### config.mk
export PLATFORM = sky130hd
export DESIGN_NAME = fetch_queue
export DESIGN_NICKNAME = d
export VERILOG_FILES = /design/src/rtl/fetch_queue.sv
export SDC_FILE = /design/constraint.sdc
export NUM_CORES = 1
export LEC_CHECK = 0
export ABC_CLOCK_PERIOD_IN_PS = 2400
export BUFFER_PORTS_ARGS = -buffer_cell sky130_fd_sc_hd__buf_2
export CORE_MARGIN = 2
export CORE_UTILIZATION = 51
export DETAILED_ROUTE_END_ITERATION = 16
export PLACE_DENSITY_LB_ADDON = 0.12
export SLEW_MARGIN = 30
export SYNTH_ARGS = -nofsm -noshare
export SYNTH_HDL_FRONTEND = slang
export SYNTH_SLANG_ARGS = --single-unit
### constraint.sdc
create_clock -name clk -period 2.4 [get_ports clk]
set_input_delay 0 -clock clk [delete_from_list [all_inputs] [get_ports clk]]
set_output_delay 0 -clock clk [all_outputs]
set_load 0.005 [all_outputs]
### src/rtl/fetch_queue.sv
// fetch_queue
// Instruction-fetch stage that sits between the PC register and decode.
// Each cycle it may issue the current PC to a synchronous instruction
// memory with a 1-cycle read latency. Returned words are tagged with
// their PC and buffered in a small FIFO, which presents them to decode
// over a valid/ready handshake.
//
// Ports:
//   clk         rising-edge clock
//   rst         synchronous, active-high reset
//   PC          current PC from the PC register
//   pc_advance  PC register enable; high when a fetch is issued this cycle
//   flush       redirect (taken branch); kills the queue and any in-flight fetch
//   imem_addr   instruction memory address (always equal to PC)
//   imem_rdata  memory read data, valid the cycle after imem_addr is sampled
//   instr_valid head entry valid
//   instr_ready decode accepts the head entry
//   instr       head instruction word
//   instr_pc    PC of the head instruction
module fetch_queue #(
    parameter int ADDRESS_WIDTH = 32,
    parameter int DATA_WIDTH    = 32,
    parameter int DEPTH         = 4
) (
    input  logic                     clk,
    input  logic                     rst,
    input  logic [ADDRESS_WIDTH-1:0] PC,
    output logic                     pc_advance,
    input  logic                     flush,
    output logic [ADDRESS_WIDTH-1:0] imem_addr,
    input  logic [DATA_WIDTH-1:0]    imem_rdata,
    output logic                     instr_valid,
    input  logic                     instr_ready,
    output logic [DATA_WIDTH-1:0]    instr,
    output logic [ADDRESS_WIDTH-1:0] instr_pc
);

    localparam int PW = $clog2(DEPTH);
    localparam int CW = $clog2(DEPTH + 1);

    typedef struct packed {
        logic [DATA_WIDTH-1:0]    word;
        logic [ADDRESS_WIDTH-1:0] pc;
    } entry_t;

    entry_t                   mem_q [DEPTH];
    logic [PW-1:0]            rd_ptr_q, rd_ptr_d;
    logic [PW-1:0]            wr_ptr_q, wr_ptr_d;
    logic [CW-1:0]            count_q, count_d;
    logic                     inflight_q, inflight_d;
    logic [ADDRESS_WIDTH-1:0] inflight_pc_q, inflight_pc_d;

    logic                     issue;
    logic                     push;
    logic                     pop;
    logic [CW:0]              credit_used;

    // An in-flight fetch already owns a slot, so it counts against capacity.
    // This is what lets the push side run without any backpressure.
    assign credit_used = {1'b0, count_q} + {{CW{1'b0}}, inflight_q};
    assign issue       = !rst && !flush && (credit_used < (CW+1)'(DEPTH));
    assign push        = inflight_q && !flush && !rst;
    assign pop         = instr_valid && instr_ready;

    assign pc_advance  = issue;
    assign imem_addr   = PC;
    assign instr_valid = (count_q != '0);
    assign instr       = mem_q[rd_ptr_q].word;
    assign instr_pc    = mem_q[rd_ptr_q].pc;

    always_comb begin
        // NOTE: every signal gets a default before any branch, so no path can infer a latch.
        rd_ptr_d      = rd_ptr_q;
        wr_ptr_d      = wr_ptr_q;
        count_d       = count_q;
        inflight_d    = 1'b0;
        inflight_pc_d = inflight_pc_q;

        if (flush) begin
            // A pop accepted by decode in this cycle is deliberately ignored:
            // the whole queue is discarded anyway.
            count_d  = '0;
            rd_ptr_d = wr_ptr_q;
        end else begin
            inflight_d = issue;
            if (issue) begin
                inflight_pc_d = PC;
            end
            if (push) begin
                wr_ptr_d = wr_ptr_q + 1'b1;
            end
            if (pop) begin
                rd_ptr_d = rd_ptr_q + 1'b1;
            end
            unique case ({push, pop})
                2'b10:   count_d = count_q + 1'b1;
                2'b01:   count_d = count_q - 1'b1;
                default: count_d = count_q;
            endcase
        end
    end

    // NOTE: sequential state uses non-blocking assignments only; all next-state math lives above.
    always_ff @(posedge clk) begin
        if (rst) begin
            rd_ptr_q      <= '0;
            wr_ptr_q      <= '0;
            count_q       <= '0;
            inflight_q    <= 1'b0;
            inflight_pc_q <= '0;
        end else begin
            rd_ptr_q      <= rd_ptr_d;
            wr_ptr_q      <= wr_ptr_d;
            count_q       <= count_d;
            inflight_q    <= inflight_d;
            inflight_pc_q <= inflight_pc_d;
        end
    end

    // NOTE: storage has no reset; count_q alone decides which entries are meaningful.
    always_ff @(posedge clk) begin
        if (push) begin
            mem_q[wr_ptr_q] <= {imem_rdata, inflight_pc_q};
        end
    end

endmodule

== Yosys cells after proc, flatten, opt, wreduce, memory -nomap -nowiden ==
Memories as Yosys holds them, arrays and structs flattened. A register that Yosys moved wholly into a read port is not among the register bits.
Index checks and enable logic that the tools add are counted.
Word-level totals
  register bits: 40
  bits in writable memories: 256
  input port bits: 68
  output and inout bits: 98
  word-level logic and storage cells: 35
  memories kept: 1
Memory list
  mem_q: words 4, width 64, rd ports 1, clocked after memory_dff 1, wr ports 1, line 46  | entry_t mem_q [DEPTH];
Operators by class
  add/sub/neg operators: 5
  magnitude comparators: 1
  equality and inequality tests: 2
  muxes and demuxes: 7
  bitwise operators: 1
  reductions and logical operators: 13
Operators with widths (number)
  two-way mux 2 bit: 4
  case mux 3 bit (2 select lines): 1
  logical AND 1 bit: 5
  adder 2 x 1 -> 2 bit, second input constant: 2
  adder 3 x 1 -> 4 bit: 1
  < comparator 4 x 3 -> 1 bit, second input constant: 1
  AND reduction 2 bit: 2
  nonzero test 2 bit: 2
  adder 3 x 1 -> 3 bit, second input constant: 1
  nonzero test 3 bit: 1
  subtractor 3 x 1 -> 3 bit, second input constant: 1
  == test 2 x 1 -> 1 bit, second input constant: 1
  == test 2 bit, second input constant: 1
  logical NOT 1 bit: 2
  two-way mux 1 bit: 2
  OR reduction 2 bit: 1
  NOT 1 bit: 1

== Logic depth before layout (Yosys ltp) ==
Gate-level depths: netlist of the first run.
  word-level depth: 6
  depth in mapped cells: 9
  depth with buffers taken out: 8

== Worst setup path before layout of the first run ==
Ideal clock, no wire load.
  path type: reg-to-reg
  from: register inflight_q
  to: memory mem_q[1][0] (netlist name) (enable)
  setup time: 0.429 ns
  arrival time: 2.221 ns
  data required time: 1.971 ns
  slack: -0.250 ns
  cell stages (with the launch flop): 3
  buffers on the path: 0
  clock period less this slack: 2.650 ns
  cell sequence: dfxtp_1 > nor3b_2 > and2_1
Between the ends
  longest elaborated chain between the ends: 4
Ends and longest elaborated chain
  start: declaration: line 50  | logic inflight_q, inflight_d;
  start signal: assignment: line 115  | inflight_q <= inflight_d;
  logical AND 1 bit (2 in a row): line 62  | assign push = inflight_q && !flush && !rst;
  two-way mux 1 bit: line 122  | if (push) begin
  two-way mux 1 bit (not written as such): line 123  | mem_q[wr_ptr_q] <= {imem_rdata, inflight_pc_q};
  end: declaration: line 46
No other way between the ends.

== Worst setup path after layout of the first run ==
  from: register count_q[0]
  to: register inflight_pc_q[25]
Between the ends
  longest elaborated chain between the ends: 4
Ends and longest elaborated chain
  start: declaration: line 49  | logic [CW-1:0] count_q, count_d;
  start signal: assignment: line 114  | count_q <= count_d;
  adder 3 x 1 -> 4 bit: line 60  | assign credit_used = {1'b0, count_q} + {{CW{1'b0}}, inflight_q};
  < comparator 4 x 3 -> 1 bit: line 61  | assign issue = !rst && !flush && (credit_used < (CW+1)'(DEPTH));
  logical AND 1 bit: line 61
  AND reduction 2 bit (no line)
  end signal: assignment: line 116  | inflight_pc_q <= inflight_pc_d;
  end: declaration: line 51  | logic [ADDRESS_WIDTH-1:0] inflight_pc_q, inflight_pc_d;
No other way between the ends.
A chain may end at the register's enable or synchronous reset.

==> run_summary.xml, run 1 <==
<?xml version="1.0" encoding="UTF-8"?>
<metrics>
  <group name="routing">
    <metric name="detail_route.vias_per_cell" unit="">5.434</metric>
    <metric name="drt-wirelength-per-cell" unit="um">19.83</metric>
    <metric name="detail_route.iter0.violations" unit="">326</metric>
    <metric name="drt_first_pass_iters" unit="">4</metric>
    <metric name="route.detailed.drc" unit="">0</metric>
    <metric name="route.antenna.remaining_nets" unit="">0</metric>
    <metric name="route.final.wire_length" unit="mm">22.37</metric>
    <metric name="dr_total_vias" unit="">6129</metric>
  </group>
  <group name="floorplan">
    <metric name="die_width" unit="um">153.1</metric>
    <metric name="rows" unit="">54</metric>
    <metric name="fp.dieH" unit="um">153.1</metric>
    <metric name="initial_core_utilization" unit="%">51.92</metric>
    <metric name="floorplan.die_area" unit="sq um">23430</metric>
    <metric name="top_level_ports" unit="">166</metric>
    <metric name="core" unit="sq um">21820</metric>
  </group>
  <group name="layout">
    <metric name="drive_above_1_share" unit="%">36.67</metric>
    <metric name="fill_cells" unit="">1497</metric>
    <metric name="fin_util" unit="%">64.97</metric>
    <metric name="number_of_antenna_diodes" unit="">0</metric>
    <metric name="layout.nets" unit="">902</metric>
    <metric name="areaGrowthSynthToFinish" unit="%">25.13</metric>
  </group>
  <group name="critical_path">
    <metric name="cp_data_required_time" unit="ns">2.86</metric>
    <metric name="critical_path.startpoint_type" unit="">register</metric>
    <metric name="crit_path_max_fanout" unit="">24</metric>
    <metric name="arrival" unit="ns">2.72</metric>
    <metric name="critical_path.endpoint_type" unit="">register</metric>
    <metric name="crit_type" unit="">reg -&gt; reg</metric>
    <metric name="r2r_setup_slack" unit="ns">0.15</metric>
    <metric name="critPathLaunch" unit="">count_q[0]</metric>
    <metric name="reg2reg_from" unit="">count_q[0]</metric>
  </group>
  <group name="clock_network">
    <metric name="cts.sinks" unit="">298</metric>
    <metric name="clock_tree.htree_level_count" unit="">1</metric>
    <metric name="buffer_depth_of_the_longest_clock_path" unit="">3</metric>
    <metric name="root_buffer" unit="">sky130_fd_sc_hd__clkbuf_16</metric>
    <metric name="cts_buffers" unit="">29</metric>
    <metric name="worst_skew_pair.late_latency" unit="ns">0.52</metric>
    <metric name="clock_input_transition_at_the_sequential_cells_of_the_worst_setup_and_hold_paths" unit="ns">0.06</metric>
    <metric name="tritoncts" unit="">done</metric>
  </group>
  <group name="power_and_ir_drop">
    <metric name="power.switching" unit="mW">2.075</metric>
    <metric name="share_seq_of_total_power" unit="%">54.6</metric>
    <metric name="finalPower" unit="mW">10.49</metric>
    <metric name="p_leak" unit="nW">4.883</metric>
    <metric name="combinational_power_share" unit="%">6.1</metric>
    <metric name="p_sw_share" unit="%">19.78</metric>
    <metric name="irDropWorstVdd" unit="V">0.0005676</metric>
    <metric name="cell_internal_pwr" unit="mW">8.414</metric>
    <metric name="power.share.clock" unit="%">39.3</metric>
    <metric name="powerDensity" unit="nW/um^2">739.8</metric>
  </group>
  <group name="placement">
    <metric name="port_buffers" unit="">165</metric>
    <metric name="detailed_place_hpwl" unit="mm">13.19</metric>
    <metric name="place_ws" unit="ns">0.3218</metric>
    <metric name="place.gp.congestion" unit="">0.7209</metric>
  </group>
  <group name="synth">
    <metric name="syn_inst" unit="">571</metric>
    <metric name="synth-warning-count" unit="">0</metric>
    <metric name="synth.top_cells.by_area" unit="">sky130_fd_sc_hd__edfxtp_1 (68%), sky130_fd_sc_hd__mux4_2 (13%), sky130_fd_sc_hd__dfxtp_1 (7.4%)</metric>
    <metric name="synth_sequential_area_ratio" unit="%">75.27</metric>
    <metric name="synth.top_cell.area_share" unit="%">67.84</metric>
    <metric name="post_synthesis_net_count" unit="">645</metric>
    <metric name="syn_avg_cell_area" unit="sq um">19.84</metric>
    <metric name="netlist-cell-type-count" unit="">34</metric>
    <metric name="syn-cell-area" unit="sq um">11330</metric>
    <metric name="ys_ff_latch" unit="">298</metric>
    <metric name="post_synthesis_cell_type_with_the_largest_combined_area" unit="">sky130_fd_sc_hd__edfxtp_1</metric>
  </group>
  <group name="sta">
    <metric name="finalCritPeriodShare" unit="%">93.79</metric>
    <metric name="slew-limit-headroom" unit="%">63.31</metric>
    <metric name="period_minus_slack" unit="ns">2.251</metric>
    <metric name="rsz0062_at_grt" unit="">false</metric>
    <metric name="hold-worst-slack" unit="ns">0.2336</metric>
    <metric name="skew" unit="ns">0.008225</metric>
    <metric name="maxSlewViolCount" unit="">0</metric>
    <metric name="fin_setup_tns" unit="ns">0</metric>
    <metric name="tightestPinTransition" unit="ns">0.5504</metric>
    <metric name="max_freq" unit="GHz">0.4443</metric>
    <metric name="finalSetupViolations" unit="">0</metric>
    <metric name="layout_setup_ws" unit="ns">0.1491</metric>
    <metric name="timing.final.hold_violations" unit="">0</metric>
  </group>
  <group name="min_path">
    <metric name="min-delay-path-class" unit="">in -&gt; reg</metric>
    <metric name="worst_hold_startpoint" unit="">imem_rdata[17]</metric>
  </group>
  <group name="outcome">
    <metric name="status" unit="">finished clean</metric>
  </group>
  <group name="global_route">
    <metric name="grt_pass1_wl" unit="mm">35.20</metric>
    <metric name="vias_in_the_first_global_route" unit="">6585</metric>
    <metric name="globalRoute.totalOverflow" unit="">0</metric>
    <metric name="initial_antenna_violation_count" unit="">0</metric>
    <metric name="grt_usage" unit="%">19.25</metric>
    <metric name="grt_max_degree" unit="">43</metric>
  </group>
  <group name="flow_run">
    <metric name="timing.max_cap.violations" unit="">0</metric>
  </group>
</metrics>
-- layout make-up --
| class | count | area (sq um) | area share (%) |
|---|---|---|---|
| Sequential cell | 298 | 8536 | 60.20 |
| Multi-Input combinational cell | 200 | 2285 | 16.11 |
| Timing Repair Buffer | 292 | 2120 | 14.95 |
| Clock buffer | 41 | 790.8 | 5.577 |
| Tap cell | 280 | 350.3 | 2.471 |
| Clock inverter | 10 | 71.32 | 0.5030 |
| Inverter | 7 | 26.28 | 0.1853 |
-- path summary, 6_finish.rpt --
path	endpoint	depth (start not counted)
hold reg to reg	mem_q[0][22]	0
hold / removal	mem_q[2][49]	2
setup / recovery	inflight_pc_q[25]	5
setup reg to reg	inflight_pc_q[25]	5
-- per-layer routing --
metal	vias up	GRT usage [%]	part of all wire [%]
met2	190	34.65	52
li1	2772	-	-
met5	-	0	0
met1	3131	24.87	41
met3	36	2.835	5.2
met4	0	4.586	2.0
-- what timing repair did --
action                                  4_1_cts  5_1_grt
endpoints found under the setup margin        0        4
setup buffers                                 0        4
gates resized for setup                       0        1
hold endpoints to repair                    169        0
hold buffers                                101        0
-- synthesized netlist by cell type --
| cell type | instances |
|---|---|
| sky130_fd_sc_hd__nand2_1 | 1 |
| sky130_fd_sc_hd__o21ai_2 | 9 |
| sky130_fd_sc_hd__nand3_1 | 33 |
| sky130_fd_sc_hd__edfxtp_1 | 256 |
| sky130_fd_sc_hd__xnor2_1 | 2 |
| sky130_fd_sc_hd__o21ai_1 | 19 |
| sky130_fd_sc_hd__o21ai_0 | 5 |
| sky130_fd_sc_hd__xor2_1 | 3 |
| sky130_fd_sc_hd__nor3_4 | 1 |
| sky130_fd_sc_hd__mux4_2 | 64 |
| sky130_fd_sc_hd__ha_1 | 5 |
| sky130_fd_sc_hd__dfxtp_1 | 42 |
| sky130_fd_sc_hd__inv_1 | 7 |
| sky130_fd_sc_hd__and2_1 | 4 |
| sky130_fd_sc_hd__nor3b_2 | 1 |
| sky130_fd_sc_hd__o31a_1 | 1 |
| sky130_fd_sc_hd__o31ai_1 | 1 |
| sky130_fd_sc_hd__buf_1 | 6 |
| sky130_fd_sc_hd__nor3_1 | 2 |
| sky130_fd_sc_hd__clkbuf_2 | 3 |
| sky130_fd_sc_hd__a21oi_1 | 35 |
| sky130_fd_sc_hd__a21boi_0 | 1 |
| sky130_fd_sc_hd__dlygate4sd1_1 | 1 |
| sky130_fd_sc_hd__fa_1 | 1 |
| sky130_fd_sc_hd__clkbuf_8 | 6 |
| sky130_fd_sc_hd__clkbuf_1 | 2 |
| sky130_fd_sc_hd__buf_6 | 5 |
| sky130_fd_sc_hd__or3_1 | 3 |
| sky130_fd_sc_hd__buf_4 | 40 |
| sky130_fd_sc_hd__and3_1 | 1 |
| sky130_fd_sc_hd__o311ai_0 | 1 |
| sky130_fd_sc_hd__a21o_2 | 2 |
| sky130_fd_sc_hd__buf_2 | 3 |
| sky130_fd_sc_hd__nor2_1 | 5 |
-- critical path, stage by stage, from the launching register on --
cell and delay [ns]:
sky130_fd_sc_hd__dfxtp_1 0.44, sky130_fd_sc_hd__and3_2 0.59, sky130_fd_sc_hd__buf_4 0.33, sky130_fd_sc_hd__o21ai_1 0.11
sky130_fd_sc_hd__a21oi_1 0.16, sky130_fd_sc_hd__dlygate4sd3_1 0.57
-- state kept, by name (all words and copies together), names as in the netlist, named ones only --
name / cells
count_q: 3
inflight_pc_q: 32
inflight_q: 1
mem_q: 256
rd_ptr_q: 2
wr_ptr_q: 2
-- metrics by stage --
| step | cell area (sq um) | cells |
|---|---|---|
| after global placement | 12270 | 972 |
| after global routing | 14180 | 1128 |
| after floorplan | 11340 | 571 |
| final | 14180 | 1128 |
| after detailed placement | 12270 | 972 |
| after CTS | 14140 | 1124 |
-- power groups by stage --
stage	clock, mW	sequential (mW)	combinational (mW)
detailed placement	0	5.84	0.515
global placement	0	5.83	0.506
CTS	4.22	5.73	0.638
finish	4.13	5.72	0.639
floorplan	0	5.81	0.328
global route	4.43	5.73	0.693
-- cell families after synthesis --
group	after synthesis	synth area share [%]
mux	64	12.72
flops	298	75.27
buf+inv	73	4.715
xor+xnor	5	0.3866
fa+ha+maj	6	0.7288
compound gates	74	3.743
simple gates	51	2.440
-- layout by cell type, fill, tap and decap left out, drive strengths merged --
| master | n |
|---|---|
| o21ai | 33 |
| inv | 7 |
| ha | 5 |
| o311ai | 1 |
| dlygate4sd3 | 101 |
| xor2 | 3 |
| nand3 | 33 |
| nor3b | 1 |
| o31a | 1 |
| xnor2 | 2 |
| bufinv | 1 |
| a21oi | 35 |
| and3 | 1 |
| a21o | 2 |
| and2 | 4 |
| buf | 191 |
| a21boi | 1 |
| nor3 | 3 |
| clkbuf | 41 |
| nand2 | 1 |
| dfxtp | 42 |
| or3 | 3 |
| edfxtp | 256 |
| fa | 1 |
| mux4 | 64 |
| nor2 | 5 |
| clkinv | 9 |
| o31ai | 1 |
(Power assumes the default switching activity.)
==> run 2: changes to the inputs <==
--- a/config.mk
+++ b/config.mk
@@ -9,6 +9,7 @@
 export BUFFER_PORTS_ARGS = -buffer_cell sky130_fd_sc_hd__buf_2
 export CORE_MARGIN = 2
 export CORE_UTILIZATION = 51
+export CTS_BUF_LIST = sky130_fd_sc_hd__clkbuf_16
 export DETAILED_ROUTE_END_ITERATION = 16
 export PLACE_DENSITY_LB_ADDON = 0.12
 export SLEW_MARGIN = 30
==> run_summary.xml, run 2 (synthesis gave the netlist of run 1 again) <==
<?xml version="1.0" encoding="UTF-8"?>
<metrics>
  <group name="sta">
    <metric name="max_freq" unit="GHz">0.4479</metric>
    <metric name="period_minus_slack" unit="ns">2.233</metric>
    <metric name="finalCritPeriodShare" unit="%">93.02</metric>
    <metric name="layout_setup_ws" unit="ns">0.1675</metric>
    <metric name="rsz0062_at_grt" unit="">false</metric>
    <metric name="maxSlewViolCount" unit="">0</metric>
    <metric name="tightestPinTransition" unit="ns">0.5357</metric>
    <metric name="fin_setup_tns" unit="ns">0</metric>
    <metric name="slew-limit-headroom" unit="%">64.29</metric>
    <metric name="timing.final.hold_violations" unit="">0</metric>
    <metric name="skew" unit="ns">0.008349</metric>
    <metric name="finalSetupViolations" unit="">0</metric>
  </group>
  <group name="critical_path">
    <metric name="critPathMaxStageDelay" unit="ns">0.58</metric>
    <metric name="crit_buf_inv" unit="">2</metric>
    <metric name="crit_type" unit="">reg -&gt; reg</metric>
    <metric name="cpLargestDelayFamily" unit="">buffers and inverters</metric>
    <metric name="worst-path-stages" unit="">5</metric>
    <metric name="critical_path.startpoint_type" unit="">register</metric>
    <metric name="critical-path-slowest-cell" unit="">sky130_fd_sc_hd__and3_2</metric>
    <metric name="crit_chain" unit="">and3_2 &gt; buf_4 &gt; o21ai_1 &gt; a21oi_1 &gt; dlygate4sd3_1</metric>
    <metric name="critical_path.endpoint_type" unit="">register</metric>
    <metric name="worst_r2r_path_depth" unit="">5</metric>
    <metric name="crit_path_max_fanout" unit="">24</metric>
    <metric name="cp_data_required_time" unit="ns">2.86</metric>
    <metric name="arrival" unit="ns">2.70</metric>
  </group>
  <group name="routing">
    <metric name="drt_first_pass_iters" unit="">5</metric>
    <metric name="route.detailed.drc" unit="">0</metric>
    <metric name="dr_total_vias" unit="">6134</metric>
    <metric name="drt-wirelength-per-cell" unit="um">19.88</metric>
    <metric name="route.antenna.remaining_nets" unit="">0</metric>
    <metric name="detail_route.vias_per_cell" unit="">5.438</metric>
    <metric name="route.final.wire_length" unit="mm">22.42</metric>
    <metric name="detail_route.iter0.violations" unit="">325</metric>
  </group>
  <group name="global_route">
    <metric name="grt_usage" unit="%">19.30</metric>
    <metric name="grt_pass1_wl" unit="mm">35.27</metric>
    <metric name="grtUsageMet2" unit="%">34.72</metric>
    <metric name="grt.met3_usage" unit="%">2.835</metric>
    <metric name="vias_in_the_first_global_route" unit="">6580</metric>
    <metric name="grt_use_met1" unit="%">24.94</metric>
    <metric name="initial_antenna_violation_count" unit="">0</metric>
    <metric name="grt_max_degree" unit="">43</metric>
    <metric name="globalRoute.totalOverflow" unit="">0</metric>
    <metric name="grt-busiest-layer" unit="">met2</metric>
  </group>
  <group name="floorplan">
    <metric name="fp.dieH" unit="um">153.1</metric>
    <metric name="initial_core_utilization" unit="%">51.92</metric>
    <metric name="floorplan.die_area" unit="sq um">23430</metric>
    <metric name="top_level_ports" unit="">166</metric>
    <metric name="rows" unit="">54</metric>
    <metric name="die_width" unit="um">153.1</metric>
    <metric name="core" unit="sq um">21820</metric>
  </group>
  <group name="layout">
    <metric name="layout.nets" unit="">902</metric>
    <metric name="layout.cells.most_common" unit="">sky130_fd_sc_hd__edfxtp_1</metric>
    <metric name="regMostFlops" unit="">mem_q</metric>
    <metric name="areaGrowthSynthToFinish" unit="%">24.96</metric>
    <metric name="fill_cells" unit="">1505</metric>
    <metric name="largest_registers" unit="">mem_q (256), inflight_pc_q (32), count_q (3)</metric>
    <metric name="fin_util" unit="%">64.88</metric>
    <metric name="layout_common_cells" unit="">sky130_fd_sc_hd__edfxtp_1 (256), sky130_fd_sc_hd__buf_2 (165), sky130_fd_sc_hd__dlygate4sd3_1 (101)</metric>
    <metric name="largest_register_ff_count" unit="">256</metric>
    <metric name="drive_above_1_share" unit="%">36.44</metric>
    <metric name="finalNonFillerCells" unit="">1128</metric>
    <metric name="number_of_antenna_diodes" unit="">0</metric>
  </group>
  <group name="outcome">
    <metric name="status" unit="">finished clean</metric>
  </group>
  <group name="min_path">
    <metric name="min-delay-path-class" unit="">in -&gt; reg</metric>
    <metric name="worstHoldPathCells" unit="">2</metric>
  </group>
  <group name="placement">
    <metric name="place_ws" unit="ns">0.3218</metric>
    <metric name="place_inst" unit="">972</metric>
    <metric name="place.gp.congestion" unit="">0.7209</metric>
    <metric name="port_buffers" unit="">165</metric>
    <metric name="detailed_place_hpwl" unit="mm">13.19</metric>
  </group>
  <group name="power_and_ir_drop">
    <metric name="irDropWorstVdd" unit="V">0.0005685</metric>
    <metric name="p_leak" unit="nW">4.913</metric>
    <metric name="finalPower" unit="mW">10.37</metric>
    <metric name="powerDensity" unit="nW/um^2">732.7</metric>
  </group>
  <group name="clock_network">
    <metric name="clock_tree.htree_level_count" unit="">1</metric>
    <metric name="clock_input_transition_at_the_sequential_cells_of_the_worst_setup_and_hold_paths" unit="ns">0.06</metric>
    <metric name="worst_skew_pair.late_latency" unit="ns">0.52</metric>
    <metric name="buffer_depth_of_the_longest_clock_path" unit="">3</metric>
    <metric name="tritoncts" unit="">done</metric>
    <metric name="root_buffer" unit="">sky130_fd_sc_hd__clkbuf_16</metric>
    <metric name="cts.sinks" unit="">298</metric>
    <metric name="cts_buffers" unit="">29</metric>
  </group>
  <group name="flow_run">
    <metric name="timing.max_cap.violations" unit="">0</metric>
  </group>
</metrics>
run 2: metrics by stage:
stage | hold slack, ns | cell area [sq um]
finish | 0.2338 | 14160
global placement | 0.1819 | 12270
detailed placement | 0.1810 | 12270
global route | 0.2183 | 14160
CTS | 0.2156 | 14120
floorplan | 0.08082 | 11340
run 2: worst reg2reg max path: stages, from the launching register on:
cell                            delay (ns)
sky130_fd_sc_hd__dfxtp_1              0.44
sky130_fd_sc_hd__and3_2               0.58
sky130_fd_sc_hd__buf_4                0.33
sky130_fd_sc_hd__o21ai_1              0.11
sky130_fd_sc_hd__a21oi_1              0.16
sky130_fd_sc_hd__dlygate4sd3_1        0.56
run 2: power breakdown:
group / switching (mW) / internal (mW) / total [mW]
Clock: 1.74 / 2.27 / 4.01
Combinational: 0.274 / 0.364 / 0.638
Sequential: 0.0538 / 5.67 / 5.72
Total: 2.07 / 8.31 / 10.4
run 2: worst paths after layout:
check | from | endpoint | slack [ns]
setup / recovery | count_q[0] | inflight_pc_q[25] | 0.17
hold / removal | imem_rdata[17] | mem_q[2][49] | 0.23
setup reg to reg | count_q[0] | inflight_pc_q[25] | 0.17
hold reg to reg | inflight_pc_q[22] | mem_q[1][22] | 0.50
run 2: metal layers:
| layer | vias to the layer above | wire length (um) | share of wire, % |
|---|---|---|---|
| li1 | 2772 | - | - |
| met1 | 3139 | 9183 | 41 |
| met2 | 187 | 11670 | 52 |
| met3 | 36 | 1118 | 5.0 |
| met4 | 0 | 450 | 2.0 |
| met5 | - | 0 | 0 |
run 2: repair_timing:
item / 4_1_cts / 5_1_grt
hold buffers: 101 / 0
endpoints found under the setup margin: 0 / 4
hold endpoints to repair: 169 / 0
resized for setup: 0 / 1
buffers inserted: 0 / 4
run 2: cell type report:
| type | instances | area (sq um) | share of cell area [%] |
|---|---|---|---|
| Clock buffer | 29 | 725.7 | 5.125 |
| Multi-Input combinational cell | 200 | 2285 | 16.14 |
| Inverter | 7 | 26.28 | 0.1856 |
| Sequential cell | 298 | 8536 | 60.29 |
| Tap cell | 280 | 350.3 | 2.474 |
| Timing Repair Buffer | 292 | 2120 | 14.97 |
| Clock inverter | 22 | 116.4 | 0.8218 |
==> run 3: changes to the inputs <==
--- a/config.mk
+++ b/config.mk
@@ -6,7 +6,7 @@
 export NUM_CORES = 1
 export LEC_CHECK = 0
 export ABC_CLOCK_PERIOD_IN_PS = 2400
-export BUFFER_PORTS_ARGS = -buffer_cell sky130_fd_sc_hd__buf_2
+export BUFFER_PORTS_ARGS = -buffer_cell sky130_fd_sc_hd__clkbuf_2
 export CORE_MARGIN = 2
 export CORE_UTILIZATION = 51
 export CTS_BUF_LIST = sky130_fd_sc_hd__clkbuf_16
==> run_summary.xml, run 3 (synthesis gave the netlist of run 1 again) <==
<?xml version="1.0" encoding="UTF-8"?>
<metrics>
  <group name="outcome">
    <metric name="status" unit="">finished clean</metric>
  </group>
  <group name="floorplan">
    <metric name="top_level_ports" unit="">166</metric>
    <metric name="fp.dieH" unit="um">153.1</metric>
    <metric name="rows" unit="">54</metric>
    <metric name="die_width" unit="um">153.1</metric>
    <metric name="core" unit="sq um">21820</metric>
    <metric name="initial_core_utilization" unit="%">51.92</metric>
    <metric name="floorplan.die_area" unit="sq um">23430</metric>
  </group>
  <group name="placement">
    <metric name="detailed_place_hpwl" unit="mm">12.07</metric>
    <metric name="port_buffers" unit="">165</metric>
    <metric name="dpl_cell_area" unit="sq um">12250</metric>
    <metric name="place.gp.congestion" unit="">0.7431</metric>
  </group>
  <group name="sta">
    <metric name="period_minus_slack" unit="ns">2.148</metric>
    <metric name="hold-worst-slack" unit="ns">0.2231</metric>
    <metric name="timing.final.hold_violations" unit="">0</metric>
    <metric name="skew" unit="ns">0.01497</metric>
    <metric name="maxSlewViolCount" unit="">0</metric>
    <metric name="fin_setup_tns" unit="ns">0</metric>
    <metric name="finalCritPeriodShare" unit="%">89.50</metric>
    <metric name="max_freq" unit="GHz">0.4656</metric>
    <metric name="slew-limit-headroom" unit="%">54.74</metric>
    <metric name="finalSetupViolations" unit="">0</metric>
    <metric name="tightestPinTransition" unit="ns">0.6788</metric>
    <metric name="rsz0062_at_grt" unit="">false</metric>
  </group>
  <group name="routing">
    <metric name="topRoutingLayerUsed" unit="">met4</metric>
    <metric name="detail_route.vias_per_cell" unit="">5.449</metric>
    <metric name="dr_total_vias" unit="">5983</metric>
    <metric name="m1WireLength" unit="mm">9.275</metric>
    <metric name="drt_first_pass_iters" unit="">4</metric>
    <metric name="drt-wirelength-per-cell" unit="um">20.18</metric>
    <metric name="routed-wl-met2" unit="mm">11.41</metric>
    <metric name="route.detailed.drc" unit="">0</metric>
    <metric name="route.final.wire_length" unit="mm">22.16</metric>
    <metric name="detail_route.iter0.violations" unit="">365</metric>
    <metric name="dr_wl_met3" unit="mm">1.116</metric>
    <metric name="route.antenna.remaining_nets" unit="">0</metric>
  </group>
  <group name="power_and_ir_drop">
    <metric name="irDropWorstVdd" unit="V">0.0004834</metric>
    <metric name="powerDensity" unit="nW/um^2">759.8</metric>
    <metric name="finalPower" unit="mW">10.58</metric>
    <metric name="p_leak" unit="nW">4.803</metric>
  </group>
  <group name="critical_path">
    <metric name="arrival" unit="ns">2.63</metric>
    <metric name="critical_path.startpoint_type" unit="">register</metric>
    <metric name="crit_type" unit="">reg -&gt; reg</metric>
    <metric name="cp_data_required_time" unit="ns">2.88</metric>
    <metric name="crit_path_max_fanout" unit="">20</metric>
    <metric name="critical_path.endpoint_type" unit="">register</metric>
  </group>
  <group name="layout">
    <metric name="drive_above_1_share" unit="%">37.16</metric>
    <metric name="regMostFlops" unit="">mem_q</metric>
    <metric name="areaGrowthSynthToFinish" unit="%">22.90</metric>
    <metric name="number_of_antenna_diodes" unit="">0</metric>
    <metric name="largest_register_ff_count" unit="">256</metric>
    <metric name="layout_common_cells" unit="">sky130_fd_sc_hd__edfxtp_1 (256), sky130_fd_sc_hd__clkbuf_2 (165), sky130_fd_sc_hd__dlygate4sd3_1 (77)</metric>
    <metric name="layout.cells.most_common" unit="">sky130_fd_sc_hd__edfxtp_1</metric>
    <metric name="largest_registers" unit="">mem_q (256), inflight_pc_q (32), count_q (3)</metric>
    <metric name="finalInstanceArea" unit="sq um">13930</metric>
    <metric name="layout.nets" unit="">869</metric>
  </group>
  <group name="flow_run">
    <metric name="timing.max_cap.violations" unit="">0</metric>
  </group>
  <group name="clock_network">
    <metric name="cts_buffers" unit="">30</metric>
    <metric name="worst_skew_pair.late_latency" unit="ns">0.54</metric>
    <metric name="clock_input_transition_at_the_sequential_cells_of_the_worst_setup_and_hold_paths" unit="ns">0.06</metric>
    <metric name="tritoncts" unit="">done</metric>
    <metric name="postCtsSetupRepairBufs" unit="">0</metric>
    <metric name="buffer_depth_of_the_longest_clock_path" unit="">3</metric>
    <metric name="cts.sinks" unit="">298</metric>
    <metric name="clock_tree.htree_level_count" unit="">1</metric>
    <metric name="post_cts_resized" unit="">0</metric>
    <metric name="root_buffer" unit="">sky130_fd_sc_hd__clkbuf_16</metric>
  </group>
  <group name="global_route">
    <metric name="grt_pass1_wl" unit="mm">34.10</metric>
    <metric name="grt_max_degree" unit="">65</metric>
    <metric name="grt_usage" unit="%">18.68</metric>
    <metric name="globalRoute.totalOverflow" unit="">0</metric>
    <metric name="initial_antenna_violation_count" unit="">0</metric>
    <metric name="vias_in_the_first_global_route" unit="">6310</metric>
  </group>
  <group name="min_path">
    <metric name="min-delay-path-class" unit="">in -&gt; reg</metric>
  </group>
</metrics>
==> run 3: cell count changes in the layout (fill, tap and decap cells not counted), sizes merged <==
cell | before | now
buf | 191 | 16
inv | 17 | 15
clkinv | 11 | 15
dlygate4sd3 | 101 | 77
clkbuf | 29 | 196
==> run 3: per-stage QoR <==
| step | setup WS, ns | cells | util, % |
|---|---|---|---|
| final | 0.2521 | 1098 | 63.81 |
| after global routing | 0.1643 | 1098 | 63.81 |
| after CTS | 0.2677 | 1098 | 63.81 |
| after detailed placement | 0.4301 | 966 | 56.13 |
| after global placement | 0.4986 | 966 | 56.13 |
| after floorplan | 0.4344 | 571 | - |
==> run 3: power breakdown <==
| part | switching [mW] | internal [mW] |
|---|---|---|
| Sequential | 0.0443 | 5.67 |
| Combinational | 0.285 | 0.340 |
| Clock | 1.82 | 2.42 |
==> run 3: timing repair <==
| item | 4_1_cts | 5_1_grt |
|---|---|---|
| hold buffers | 77 | 0 |
| endpoints found under the setup margin | 0 | 0 |
| endpoints found under the hold margin | 169 | 0 |
==> run 3: critical path: stages (launching register included) <==
cell	delay (ns)
sky130_fd_sc_hd__dfxtp_1	0.44
sky130_fd_sc_hd__and3_2	0.58
sky130_fd_sc_hd__buf_4	0.26
sky130_fd_sc_hd__o21ai_2	0.07
sky130_fd_sc_hd__a21oi_1	0.17
sky130_fd_sc_hd__dlygate4sd3_1	0.56
==> run 3: area by class of cell <==
cell class | instances | area [sq um]
Inverter | 7 | 26.28
Sequential cell | 298 | 8536
Clock inverter | 24 | 128.9
Timing Repair Buffer | 258 | 1829
Clock buffer | 31 | 775.7
Multi-Input combinational cell | 200 | 2280
Fill cell | 1486 | 7898
Tap cell | 280 | 350.3
==> run 3: worst paths after layout <==
check,slack (ns),end,startpoint,cells past startpoint
max reg2reg,0.25,inflight_pc_q[27],count_q[0],5
min reg2reg,0.50,mem_q[2][7],inflight_pc_q[7],0
min,0.22,mem_q[2][52],imem_rdata[20],2
max,0.25,inflight_pc_q[27],count_q[0],5
==> run 3: per-layer routing <==
layer,up-vias,GRT usage [%]
li1,2713,-
met1,3061,24.61
met2,179,32.70
met3,30,3.119
met4,0,4.718
met5,-,0
